`src/rtl/voter_pkg.sv`:
```
// rtl/voter_pkg.sv - shared types and defaults for the vote collector
// Purpose : round-state enum and default sizing used by vote_collector
//           and round_timer.
// Contents: state_e (IDLE/OPEN/PRESENT), N_VOTERS_DEFAULT, TIMEOUT_DEFAULT.
package voter_pkg;

    typedef enum logic [1:0] {
        IDLE    = 2'd0,
        OPEN    = 2'd1,
        PRESENT = 2'd2
    } state_e;

    localparam int N_VOTERS_DEFAULT = 4;
    localparam int TIMEOUT_DEFAULT  = 1000;

endpackage

```
`src/rtl/round_timer.sv`:
```
// rtl/round_timer.sv - OPEN-phase duration counter with expiry flag
// Purpose : counts enabled cycles since the last clear; expire_o is high
//           while the count equals TIMEOUT_CYCLES-1 (the last OPEN cycle).
// Ports   : clk_i     rising-edge clock
//           rst_i     synchronous active-high reset
//           clear_i   zero the count (round start)
//           enable_i  advance the count this cycle
//           expire_o  count has reached TIMEOUT_CYCLES-1
module round_timer #(
    parameter int TIMEOUT_CYCLES = 1000,
    parameter int TW             = $clog2(TIMEOUT_CYCLES)
) (
    input  logic clk_i,
    input  logic rst_i,
    input  logic clear_i,
    input  logic enable_i,
    output logic expire_o
);

    logic [TW-1:0] count_q;

    always_ff @(posedge clk_i) begin
        if (rst_i || clear_i) begin
            count_q <= '0;
        end else if (enable_i) begin
            count_q <= count_q + TW'(1);
        end
    end

    // The round always leaves OPEN on this value, so the count never wraps.
    assign expire_o = (count_q == TW'(TIMEOUT_CYCLES - 1));

endmodule

```
`src/rtl/vote_collector.sv`:
```
// rtl/vote_collector.sv - collects one yes/no vote per voter and presents the ballot
// Purpose : runs one voting round (IDLE -> OPEN -> PRESENT), records the
//           first single-sided vote of each voter, closes when all have
//           voted or on timeout, then holds the ballot under valid/ready.
// Ports   : clk, rst (sync, active-high), start, vote_yes/vote_no strobes,
//           ballot/ballot_valid/ballot_ready handshake, voted, busy,
//           timed_out.
// Option  : VOTE_COLLECTOR_REVOTE_EN - voters may overwrite their vote while
//           OPEN; the round then closes only on timeout.
module vote_collector
    import voter_pkg::*;
#(
    parameter int N_VOTERS       = N_VOTERS_DEFAULT,
    parameter int TIMEOUT_CYCLES = TIMEOUT_DEFAULT,
    parameter int TW             = $clog2(TIMEOUT_CYCLES)
) (
    input  logic                clk,
    input  logic                rst,
    input  logic                start,
    input  logic [N_VOTERS-1:0] vote_yes,
    input  logic [N_VOTERS-1:0] vote_no,
    output logic [N_VOTERS-1:0] ballot,
    output logic                ballot_valid,
    input  logic                ballot_ready,
    output logic [N_VOTERS-1:0] voted,
    output logic                busy,
    output logic                timed_out
);

    state_e              state_q;
    logic [N_VOTERS-1:0] ballot_q, ballot_d;
    logic [N_VOTERS-1:0] voted_q, voted_d;
    logic                ballot_valid_q;
    logic                busy_q;
    logic                timed_out_q;
    logic                all_voted_d;
    logic                timer_expire;

    round_timer #(
        .TIMEOUT_CYCLES(TIMEOUT_CYCLES),
        .TW            (TW)
    ) u_round_timer (
        .clk_i   (clk),
        .rst_i   (rst),
        .clear_i ((state_q == IDLE) && start),
        .enable_i(state_q == OPEN),
        .expire_o(timer_expire)
    );

    // Vote recording: a strobe counts only when exactly one of yes/no is set.
    always_comb begin
        ballot_d = ballot_q;
        voted_d  = voted_q;
        for (int i = 0; i < N_VOTERS; i++) begin
`ifdef VOTE_COLLECTOR_REVOTE_EN
            if (vote_yes[i] ^ vote_no[i]) begin
`else
            if ((vote_yes[i] ^ vote_no[i]) && !voted_q[i]) begin
`endif
                ballot_d[i] = vote_yes[i];
                voted_d[i]  = 1'b1;
            end
        end
        all_voted_d = &voted_d;
    end

    always_ff @(posedge clk) begin
        if (rst) begin
            state_q        <= IDLE;
            ballot_q       <= '0;
            voted_q        <= '0;
            ballot_valid_q <= 1'b0;
            busy_q         <= 1'b0;
            timed_out_q    <= 1'b0;
        end else begin
            case (state_q)
                IDLE: begin
                    if (start) begin
                        state_q     <= OPEN;
                        ballot_q    <= '0;
                        voted_q     <= '0;
                        timed_out_q <= 1'b0;
                        busy_q      <= 1'b1;
                    end
                end
                OPEN: begin
                    ballot_q <= ballot_d;
                    voted_q  <= voted_d;
`ifdef VOTE_COLLECTOR_REVOTE_EN
                    if (timer_expire) begin
                        state_q        <= PRESENT;
                        ballot_valid_q <= 1'b1;
                        timed_out_q    <= !all_voted_d;
                    end
`else
                    // All-voted takes priority over a coincident timeout.
                    if (all_voted_d) begin
                        state_q        <= PRESENT;
                        ballot_valid_q <= 1'b1;
                        timed_out_q    <= 1'b0;
                    end else if (timer_expire) begin
                        state_q        <= PRESENT;
                        ballot_valid_q <= 1'b1;
                        timed_out_q    <= 1'b1;
                    end
`endif
                end
                PRESENT: begin
                    if (ballot_ready) begin
                        state_q        <= IDLE;
                        ballot_valid_q <= 1'b0;
                        busy_q         <= 1'b0;
                    end
                end
                default: begin
                    state_q        <= IDLE;
                    ballot_valid_q <= 1'b0;
                    busy_q         <= 1'b0;
                end
            endcase
        end
    end

    assign ballot       = ballot_q;
    assign voted        = voted_q;
    assign ballot_valid = ballot_valid_q;
    assign busy         = busy_q;
    assign timed_out    = timed_out_q;

endmodule
```
`config.mk`:
```
export PLATFORM = sky130hd
export DESIGN_NAME = vote_collector
export DESIGN_NICKNAME = d
export VERILOG_FILES = /design/src/rtl/voter_pkg.sv /design/src/rtl/round_timer.sv /design/src/rtl/vote_collector.sv
export SDC_FILE = /design/constraint.sdc
export NUM_CORES = 1
export LEC_CHECK = 0
export CORE_ASPECT_RATIO = 1.25
export CORE_MARGIN = 4
export CORE_UTILIZATION = 40
export CTS_CLUSTER_SIZE = 25
export DETAILED_ROUTE_END_ITERATION = 16
export GPL_TIMING_DRIVEN = 0
export PLACE_DENSITY = 0.68
export SLEW_MARGIN = 20
export SYNTH_ARGS = -nofsm -noshare
export SYNTH_HDL_FRONTEND = slang
export SYNTH_SLANG_ARGS = --single-unit
```
`constraint.sdc`:
```
create_clock -name clk -period 1.3 [get_ports clk]
set_clock_uncertainty 0.05 [all_clocks]
set_input_delay 0.26 -clock clk [delete_from_list [all_inputs] [get_ports clk]]
set_output_delay 0.26 -clock clk [all_outputs]
set_load 0.01 [all_outputs]
```
==> out/metrics.yaml <==
critPathLaunchType: "register"
synth.avg_cell_area_um2: 8.91
layout_common_cells: "nor2_1 (20), a21oi_1 (11), buf_4 (9), dfxtp_2 (9), dfxtp_4 (9)"
start_util: 0.428
power_density_nw_per_um2: 880
wl_um: 2930
place_area_um2: 1320
drc_errors: 0
grt_max_degree: 13
synth_cell_types: 30
path_class: "register to register"
yosysSeqAreaShare: 0.434
timing.fmax_ghz: 0.740
first_global_vias: 980
multiInputGateArea_um2: 684
ctsRootBufferMaster: "clkbuf_4"
worst_slew_pin_slew_ns: 0.359
synth_nets: 132
drive_above_1_share: 0.346
p_total_w: 0.00140
grt_pass1_wl_um: 4360
synth_edf_count: 0
hold_viol: 0
final_common_cell: "nor2_1"
ys_async_sr_fraction: 0
min_period_ns: 1.35
die_y_um: 65.6
netlist_instances: 119
ff2ff_setup_slack_ns: -0.05
holdCritPathClass: "input pin to register"
vias_per_cell: 5.54
arrival_ns: 1.52
synth.largest_area_cell: "dfxtp_1"
setup_ws_ns: -0.0519
yosysWarnings: 0
fillers: 205
path_clk_slew_ns: 0.12
seqCellArea_um2: 505
gp_congestion: 0.812
rows: 20
portBuffers: 22
drt_iter0_drc: 26
cts_made_buffers: 3
slew_viol_final: 0
cts_tree: "done"
whs_path_depth: 2
clockBufferDepth: 2
outcome: "finished with violations"
dp_cells: 174
dr.pass1.iters: 4
wl_per_cell_um: 15.7
ios: 23
dp_hpwl_um: 1820
die_area_um2: 3540
r2r-end: "state_q[1]"
worstHoldEndpoint: "ballot[2]"
ctsHoldBuffers: 0
max_slew_margin: 0.758
layout.nets: 167
crit_fanout: 4
cts_sinks: 23
fin_cells: 186
holdCritStartpoint: "vote_no[2]"
clock_latency_ns: 0.31
end_kind: "register"
track_usage: 0.165
synth.top_cell.area_share: 0.434
rr_startpoint: "u_round_timer.count_q[5]"
post-place-ws_ns: -0.404
fin_area_um2: 1590
synth_area_um2: 1060
violations: "negative setup slack"
vias: 1031
grt-ovfl-total: 0
rsz0062_at_grt: "true"
drtAntennaViolNets: 0
antenna_found_initial: 0
fp.dieW_um: 54.0
finalSetupViolations: 3
synth_area_leaders: "dfxtp_1 (43%), nor2_1 (7.1%), xor2_1 (6.6%), a21oi_1 (5.2%), xnor2_1 (4.1%)"
htreeDepth: 1
irDropWorstVdd_uv: 564
ys_seq_elements: 23
r2r_cells: 4
core_area_um2: 2480
leakage_nw: 0.621
synth_ff_type: "dfxtp_1"
syn_to_final_growth_pct: 49.7
critPathRequiredTime_ns: 1.47
antenna_cells: 0
cap_viol_max_count: 0
period_share: 1.04
per-layer routing:
layer	GRT usage	wire (um)	share of wire	vias up
li1	-	-	-	500
met1	0.187	1120	0.38	501
met2	0.300	1620	0.55	21
met3	0.0227	117	0.040	9
met4	0.0592	63	0.022	0
met5	0	0	0	-
cell type report:
cell class / instances / share of cell area
timing repair buffer: 30 / 0.178
sequential: 23 / 0.319
buffer: 5 / 0.0292
tap: 33 / 0.0260
multi-input combinational: 91 / 0.431
clock buffer: 4 / 0.0166
where the power goes:
group          internal (W)  leakage (nW)  switching [W]  total (W)
Clock              0.000120        0.0150       0.000212   0.000332
Combinational      0.000146         0.408       0.000165   0.000311
Sequential         0.000723         0.198      0.0000291   0.000752
flip-flops by register name, indices dropped and copies added, names as in the netlist:
signal,flops
ballot,4
ballot_valid,1
busy,1
state_q,2
timed_out,1
u_round_timer.count_q,10
voted,4
timing repair:
item                                    4_1_cts  5_1_grt
endpoints found under the setup margin       30       29
setup buffers                                 5        3
pin swaps                                    11        7
gates resized for setup                      40       41
cells in the mapped netlist (all sizes together), types with 2 or more instances:
cell,count
nor2,20
a21oi,11
o22a,2
clkbuf,2
xnor2,5
nand2,10
dfxtp,23
o311ai,3
a211oi,5
nand4,3
buf,3
nand2b,3
xor2,8
nor3,4
a22oi,4
nor4,3
cell families after synthesis:
kind of cell | Yosys count | synth area share
xor gates and xnor gates | 13 | 0.107
DFF | 23 | 0.434
AOI/OAI and AO/OA | 29 | 0.184
adders and majority gates | 1 | 0.0118
and+or+nand+nor | 48 | 0.238
buffers and inverters | 5 | 0.0236
how the worst max path moves through the flow:
stage                                   from                       end  slack (ns)
detailed placement                     start  u_round_timer.count_q[7]       -0.40
finish              u_round_timer.count_q[5]                state_q[1]       -0.05
CTS                 u_round_timer.count_q[5]                state_q[1]       -0.01
floorplan           u_round_timer.count_q[0]              ballot_valid        0.03
global placement                       start                  voted[1]       -0.42
global route                      state_q[0]                 ballot[2]       -0.09
through the flow:
stage	util	hold slack, ns	TNS [ns]
6_report	0.640	0.208	-0.0890
5_1_grt	0.640	0.204	-0.405
4_1_cts	0.581	0.407	-0.0244
3_5_place_dp	0.533	0.395	-6.03
3_3_place_gp	0.533	0.392	-6.01
2_1_floorplan	-	0.310	0
critical path: stages (launching register included):
cell and delay, ns:
dfxtp_4 0.38, nand4_4 0.14, nor4_4 0.40, a21oi_1 0.08, a211oi_1 0.22
Power figures use the tool's default switching activity.
